**src/rtl/metricas_tempo_pkg.sv**
```systemverilog
// Shared widths, timer modulus and FSM encoding for the response-time metrics block.
package metricas_tempo_pkg;

   localparam int TW   = 14;
   localparam int CW   = 4;
   localparam int TMAX = 10000;
   localparam int SW   = TW + CW;

   typedef enum logic [1:0] {
      OCIOSO = 2'b00,
      DIVIDE = 2'b01,
      FIM    = 2'b10
   } estado_t;

   // Timer values at or beyond the modulus are treated as the slowest valid time.
   function automatic logic [TW-1:0] satura(input logic [TW-1:0] v);
      return (v >= TW'(TMAX)) ? TW'(TMAX - 1) : v;
   endfunction

endpackage

```
**src/rtl/metricas_tempo_divisor_seq.sv**
```systemverilog
// Restoring unsigned divider, one quotient bit per clock, MSB first.
// fim_o flags the step that produces the last quotient bit.
module divisor_seq
   import metricas_tempo_pkg::*;
(
   input  logic          clock_i,
   input  logic          reset_i,
   input  logic          inicia_i,
   input  logic [SW-1:0] dividendo_i,
   input  logic [CW-1:0] divisor_i,
   output logic [SW-1:0] quociente_o,
   output logic          fim_o
);

   localparam int NW = $clog2(SW + 1);

   logic [SW-1:0] quoc_q, quoc_d;
   logic [CW-1:0] resto_q, resto_d;
   logic [CW-1:0] div_q, div_d;
   logic [NW-1:0] cont_q, cont_d;
   logic [CW:0]   parcial;

   // The dividend register shifts out its MSB as quotient bits shift in at the bottom.
   always_comb begin
      quoc_d  = quoc_q;
      resto_d = resto_q;
      div_d   = div_q;
      cont_d  = cont_q;
      parcial = {resto_q, quoc_q[SW-1]};
      if (inicia_i) begin
         quoc_d  = dividendo_i;
         resto_d = '0;
         div_d   = divisor_i;
         cont_d  = NW'(SW);
      end else if (cont_q != '0) begin
         if (parcial >= {1'b0, div_q}) begin
            resto_d = CW'(parcial - {1'b0, div_q});
            quoc_d  = {quoc_q[SW-2:0], 1'b1};
         end else begin
            resto_d = parcial[CW-1:0];
            quoc_d  = {quoc_q[SW-2:0], 1'b0};
         end
         cont_d = cont_q - NW'(1);
      end
   end

   always_ff @(posedge clock_i or posedge reset_i) begin
      if (reset_i) begin
         quoc_q  <= '0;
         resto_q <= '0;
         div_q   <= '0;
         cont_q  <= '0;
      end else begin
         quoc_q  <= quoc_d;
         resto_q <= resto_d;
         div_q   <= div_d;
         cont_q  <= cont_d;
      end
   end

   assign quociente_o = quoc_q;
   assign fim_o       = (cont_q == NW'(1));

endmodule

```
**src/rtl/metricas_tempo.sv**
```systemverilog
// Response-time metrics: sample count, timeouts, best time and running average.
// state  | meaning
// OCIOSO | idle, waiting for a sample (or draining the pending buffer)
// DIVIDE | divider producing the average, one bit per clock
// FIM    | average latched, pronto pulsed, pending sample may restart
module metricas_tempo
   import metricas_tempo_pkg::*;
(
   input  logic          clock_i,
   input  logic          reset_i,
   input  logic          limpa_i,
   input  logic          registra_i,
   input  logic [TW-1:0] tempo_i,
   input  logic          timeout_i,
   output logic [TW-1:0] media_o,
   output logic [TW-1:0] melhor_o,
   output logic [CW-1:0] qtd_o,
   output logic [CW-1:0] qtd_timeout_o,
   output logic          ocupado_o,
   output logic          pronto_o,
   output logic          cheio_o,
   output logic          perdido_o
);

   localparam logic [CW-1:0] QMAX = '1;

   estado_t       estado_q, estado_d;
   logic [SW-1:0] soma_q, soma_d;
   logic [CW-1:0] qtd_q, qtd_d, qto_q, qto_d;
   logic [TW-1:0] melhor_q, melhor_d, media_q, media_d;
   logic          pronto_q, pronto_d, cheio_q, cheio_d, perdido_q, perdido_d;
   logic          pend_v_q, pend_v_d, pend_to_q, pend_to_d;
   logic [TW-1:0] pend_t_q, pend_t_d;

   logic          inicia, fim_div, usa_pend, usa_in, am_v, am_to;
   logic [TW-1:0] am_t, t_sat;
   logic [SW-1:0] dividendo, quociente;
   logic [CW-1:0] divisor;

   divisor_seq u_div (
      .clock_i     (clock_i),
      .reset_i     (reset_i),
      .inicia_i    (inicia),
      .dividendo_i (dividendo),
      .divisor_i   (divisor),
      .quociente_o (quociente),
      .fim_o       (fim_div)
   );

   always_comb begin
      estado_d  = estado_q;
      soma_d    = soma_q;
      qtd_d     = qtd_q;
      qto_d     = qto_q;
      melhor_d  = melhor_q;
      media_d   = media_q;
      pronto_d  = 1'b0;
      cheio_d   = cheio_q;
      perdido_d = perdido_q;
      pend_v_d  = pend_v_q;
      pend_t_d  = pend_t_q;
      pend_to_d = pend_to_q;
      inicia    = 1'b0;
      dividendo = soma_q;
      divisor   = qtd_q;

      // A buffered sample always goes before a fresh one; consuming it frees the slot.
      usa_pend = pend_v_q && (estado_q != DIVIDE);
      usa_in   = registra_i && (estado_q == OCIOSO) && !pend_v_q;
      am_v     = usa_pend || usa_in;
      am_t     = usa_pend ? pend_t_q : tempo_i;
      am_to    = usa_pend ? pend_to_q : timeout_i;
      t_sat    = satura(am_t);

      if (usa_pend) pend_v_d = 1'b0;
      if (registra_i && !usa_in) begin
         if (!pend_v_q || usa_pend) begin
            pend_v_d  = 1'b1;
            pend_t_d  = tempo_i;
            pend_to_d = timeout_i;
         end else begin
            perdido_d = 1'b1;
         end
      end

      case (estado_q)
         DIVIDE: if (fim_div) estado_d = FIM;
         FIM: begin
            media_d  = quociente[TW-1:0];
            pronto_d = 1'b1;
            estado_d = OCIOSO;
         end
         default: estado_d = OCIOSO;
      endcase

      if (am_v) begin
         if (am_to) begin
            if (qto_q != QMAX) qto_d = qto_q + CW'(1);
         end else if (qtd_q == QMAX) begin
            cheio_d = 1'b1;
         end else begin
            soma_d = soma_q + SW'(t_sat);
            qtd_d  = qtd_q + CW'(1);
            if (t_sat < melhor_q) melhor_d = t_sat;
            inicia    = 1'b1;
            dividendo = soma_d;
            divisor   = qtd_d;
            estado_d  = DIVIDE;
         end
      end

      if (limpa_i) begin
         estado_d  = OCIOSO;
         soma_d    = '0;
         qtd_d     = '0;
         qto_d     = '0;
         melhor_d  = '1;
         media_d   = '0;
         pronto_d  = 1'b0;
         cheio_d   = 1'b0;
         perdido_d = 1'b0;
         pend_v_d  = 1'b0;
         inicia    = 1'b0;
      end
   end

   always_ff @(posedge clock_i or posedge reset_i) begin
      if (reset_i) begin
         estado_q  <= OCIOSO;
         soma_q    <= '0;
         qtd_q     <= '0;
         qto_q     <= '0;
         melhor_q  <= '1;
         media_q   <= '0;
         pronto_q  <= 1'b0;
         cheio_q   <= 1'b0;
         perdido_q <= 1'b0;
         pend_v_q  <= 1'b0;
         pend_t_q  <= '0;
         pend_to_q <= 1'b0;
      end else begin
         estado_q  <= estado_d;
         soma_q    <= soma_d;
         qtd_q     <= qtd_d;
         qto_q     <= qto_d;
         melhor_q  <= melhor_d;
         media_q   <= media_d;
         pronto_q  <= pronto_d;
         cheio_q   <= cheio_d;
         perdido_q <= perdido_d;
         pend_v_q  <= pend_v_d;
         pend_t_q  <= pend_t_d;
         pend_to_q <= pend_to_d;
      end
   end

   assign media_o       = media_q;
   assign melhor_o      = melhor_q;
   assign qtd_o         = qtd_q;
   assign qtd_timeout_o = qto_q;
   assign ocupado_o     = (estado_q != OCIOSO);
   assign pronto_o      = pronto_q;
   assign cheio_o       = cheio_q;
   assign perdido_o     = perdido_q;

endmodule

```
**config.mk**
```make
export PLATFORM = sky130hd
export DESIGN_NAME = metricas_tempo
export DESIGN_NICKNAME = d
export VERILOG_FILES = /design/src/rtl/metricas_tempo_pkg.sv /design/src/rtl/metricas_tempo_divisor_seq.sv /design/src/rtl/metricas_tempo.sv
export SDC_FILE = /design/constraint.sdc
export NUM_CORES = 1
export LEC_CHECK = 0
export ABC_AREA = 1
export ABC_CLOCK_PERIOD_IN_PS = 3000
export BUFFER_PORTS_ARGS = -buffer_cell sky130_fd_sc_hd__buf_2
export CORE_ASPECT_RATIO = 0.6
export CORE_MARGIN = 2
export CORE_UTILIZATION = 40
export DETAILED_ROUTE_END_ITERATION = 10
export GPL_ROUTABILITY_DRIVEN = 0
export GPL_TIMING_DRIVEN = 0
export SYNTH_ARGS = -nofsm -noshare
export SYNTH_HDL_FRONTEND = slang
export SYNTH_SLANG_ARGS = --single-unit
```
**constraint.sdc**
```tcl
create_clock -name clock_i -period 3 [get_ports clock_i]
set_clock_uncertainty 0.15 [all_clocks]
set_input_delay 0.15 -clock clock_i [delete_from_list [all_inputs] [get_ports clock_i]]
set_output_delay 0.15 -clock clock_i [all_outputs]
set_load 0.05 [all_outputs]
```
==> run metrics <==
fin nets 963; mux contribution to synthesized area 0.7366%; power density of the placed cells slightly below 700 nW/um2; Worst R2R Path Depth 21; Combinational Power Share 44.8%; sinks on the clock net 106; clock latency at the later pin of the worst-skew pair 0.36 ns; standard-cell rows 34; Yosys Warn Count 0; post-synth net total 829; Synth cell types 46; result of the run finished, violations left; cell depth of the worst hold path 5; post-synthesis cell type with the largest combined area sky130_fd_sc_hd__dfrtp_1; flop and latch count out of synthesis 106; die width between 150 and 200 um; post-synthesis area per instance 7.870 um2; Netlist Area Pre-Place 6115 um2; Reg clk slew, reported paths 0.07 ns; Die Area about 16,000 um2; post-route clock period utilization 113.2%; endpoint with the worst hold slack melhor_o[12]; utilization after layout between 50% and 60%; final hold violations 0; Cells after Synth around 780; violated checks negative setup slack; Hold Startpoint tempo_i[12]; type of origin of the critical path register; portion of total power attributed to sequential cells 33.7%; CTS Root Cell sky130_fd_sc_hd__clkbuf_16; cell count after placement 1,034; sort of element at the end of the critical path register; Detail Placement HPWL 12,640 um; area share of the largest cell type after synthesis 37.65%; Post-Synth XOR/XNOR Area 1.146%; number of inserted diodes 0; number of DRC violations after detailed routing 0; ranking of synthesized cells by area sky130_fd_sc_hd__dfrtp_1 (38%), sky130_fd_sc_hd__nand2_1 (12%), sky130_fd_sc_hd__inv_1 (6.8%), sky130_fd_sc_hd__ha_1 (6.3%), sky130_fd_sc_hd__dfstp_2 (6.0%); number of buffers on the longest clock path 2; worst setup path class reg2reg; Layout area overhead 37.26%; via count of the first global-routing pass 5,393; aggregate global routing overflow 0; internal portion of total power 3.489 mW; largest fanout on the critical path 8; static leakage roughly 4.2 nW; slew of the pin with the lowest slew margin between 0.7 and 0.8 ns; via count 5,799; Synth Area in Simple Gates around a quarter; setup slack of the worst register-to-register path -0.40 ns; asr flop ratio synth 100.0%; adder-cell share of the synthesized area 6.998%; number of search-and-repair iterations in the first detailed-routing pass 5; number of flops mapped to enable cells by yosys 0; Non-Filler Instances about 1,100; ratio of cells with drive above 1 in the final layout 33.52%; compound-cell area share of the yosys netlist between 10% and 20%; critical register-to-register path startpoint estado_q[1]; worst setup slack after layout -0.3971 ns; wire length of the first global-routing pass approximately 28,000 um; setup repair after global routing missed its margin true; num ports 59; destination of the worst register-to-register timing path melhor_o[10]; Rel. slew slack just under 50%; DR WL/cell 16.28 um; maximum frequency from static timing analysis a little under 0.3 GHz; Sw Pwr 2.349 mW; fraction of power spent switching nets 40.24%; number of violations reported at the end of detailed-routing iteration 0 519; fraction of the yosys area taken by sequential cells 43.67%; time the worst path needs with I/O delays and setup 3.397 ns; GRT Overall Usage approximately 22%; floorplan die height 99.77 um; number of antenna violations at the first check in global routing 0; TritonCTS clock tree done; Worst Hold Class in2reg; flip-flop cell with the highest count after synthesis sky130_fd_sc_hd__dfrtp_1; mean number of vias per cell about 5.2; cts bufs inserted 9; # H-tree levels 3; maximum number of pins on one net before global-route repair 41; starting density of the core between 40% and 50%; number of buffers added on ports 57; Clk network pwr share between 20 and 25%; dominant combinational cell family by area after synthesis simple AND/OR/NAND/NOR gates; final antenna-violating net count 0; max_cap viols 0; data arrival time of the worst path 3.50 ns; Finish-stage setup viols 40; sum of routed wire length over all layers 18,140 um; Slew Limit Fails 0; maximum ir drop on the vdd rail 429.5 uV; CP Data Required Time 3.11 ns; standard cell core area 14,720 um2
-- cell type report --
class	instances	area [um2]
clock inverter	6	73.82
sequential	106	2670
tap	198	247.7
buffer	19	116.4
fill	1318	6326
multi-input combinational	535	3649
inverter	117	460.4
timing repair buffer	123	937.1
clock buffer	10	239.0
-- repair_timing --
item,in CTS,in global routing
endpoints found under the setup margin,52,52
cloned,1,1
resized for setup,68,103
hold endpoints to repair,37,0
pin swaps,49,43
buffers inserted,38,7
hold buffers,17,0
-- sequential cells by signal, indices dropped and copies added (netlist names) --
name               flops
perdido_o              1
u_div.div_q            4
qtd_o                  4
pend_t_q              14
pend_to_q              1
pend_v_q               1
cheio_o                1
u_div.resto_q          4
soma_q                18
u_div.quociente_o     18
pronto_o               1
qtd_timeout_o          4
estado_q               2
melhor_o              14
u_div.cont_q           5
media_o               14
-- cell families (layout without fill, tap and decap cells) --
logic type	after synthesis	in the layout
xor+xnor	8	8
fa+ha+maj	33	33
simple gates	362	362
compound gates	128	128
mux	4	4
flops	106	106
buf+inv	136	275
-- power groups by stage --
stage	clock, mW	combinational [mW]	sequential [mW]
5_1_grt	1.34	2.88	2.00
6_report	1.26	2.61	1.96
4_1_cts	1.28	2.31	1.96
2_1_floorplan	0	1.40	2.05
3_5_place_dp	0	1.97	1.97
3_3_place_gp	0	1.93	1.98
-- metal layers --
layer	wire length (um)	part of all wire (%)	global-route usage (%)	vias to the layer above
met2	7429	41	31.38	176
met4	186	1.0	4.049	0
li1	-	-	-	2826
met1	9396	52	34.97	2779
met3	1123	6.2	4.669	18
met5	0	0	0	-
-- Yosys cell counts (all sizes together) (7+ instances only) --
cell type and count:
buf 10, dfrtp 92, nor2 50, nor3 13, nand3 69, xor2 8
dfstp 14, inv 117, clkbuf 9, nand4 11, nand2 208, a21oi 27
ha 31, o221ai 7, o21ai 73
-- cell usage in the layout, fill, tap and decap left out, drive strengths merged, types with 3 or more instances in the layout --
| cell | n |
|---|---|
| xor2 | 8 |
| nand3b | 4 |
| buf | 113 |
| o21bai | 3 |
| inv | 117 |
| nand4 | 11 |
| o22ai | 5 |
| ha | 31 |
| dfstp | 14 |
| clkinvlp | 3 |
| clkbuf | 22 |
| o221ai | 7 |
| nor3 | 13 |
| nand3 | 69 |
| or2 | 4 |
| o21ai | 73 |
| mux2 | 4 |
| nor2 | 50 |
| nand2 | 208 |
| dlygate4sd3 | 17 |
| a22oi | 3 |
| a21oi | 27 |
| dfrtp | 92 |
-- per-stage QoR --
stage                     cell area (um2)  power [mW]  worst slack, ns  TNS [ns]  hold WS (ns)
after CTS                            7896       5.550          -0.3290    -8.886        0.1240
after global placement               6734       3.906          -0.7069    -19.01        0.2682
after detailed placement             6774       3.939          -0.7592    -20.18        0.1379
after floorplan                      6201       3.457         -0.07036   -0.3463        0.1375
after global routing                 8393       6.231          -0.5434    -17.19        0.1472
final                                8393       5.838          -0.3971    -10.97        0.1394
-- worst max-delay path, stage by stage (launching register included) --
cell                        delay [ns]
sky130_fd_sc_hd__dfrtp_1          0.37
sky130_fd_sc_hd__inv_2            0.06
sky130_fd_sc_hd__nand2_4          0.09
sky130_fd_sc_hd__nand2_4          0.07
sky130_fd_sc_hd__buf_6            0.13
sky130_fd_sc_hd__buf_8            0.13
sky130_fd_sc_hd__o21ai_4          0.16
sky130_fd_sc_hd__nand2_2          0.08
sky130_fd_sc_hd__nor2_4           0.13
sky130_fd_sc_hd__nand2_4          0.09
sky130_fd_sc_hd__buf_4            0.19
sky130_fd_sc_hd__nand3_1          0.10
sky130_fd_sc_hd__inv_1            0.09
sky130_fd_sc_hd__ha_1             0.32
sky130_fd_sc_hd__a21oi_2          0.15
sky130_fd_sc_hd__o21a_1           0.12
sky130_fd_sc_hd__o211ai_1         0.11
sky130_fd_sc_hd__nor2_2           0.18
sky130_fd_sc_hd__nand2_4          0.15
sky130_fd_sc_hd__clkbuf_16        0.20
sky130_fd_sc_hd__o21ai_1          0.14
sky130_fd_sc_hd__nand2_1          0.09
-- how the worst max path moves through the flow --
stage,end,start
2_1_floorplan,u_div.quociente_o[13],estado_q[1]
3_3_place_gp,u_div.quociente_o[17],estado_q[1]
3_5_place_dp,u_div.quociente_o[17],estado_q[1]
4_1_cts,u_div.quociente_o[17],estado_q[0]
5_1_grt,melhor_o[10],estado_q[1]
6_report,melhor_o[10],estado_q[1]
No activity file was read; power rests on OpenSTA's default activity.
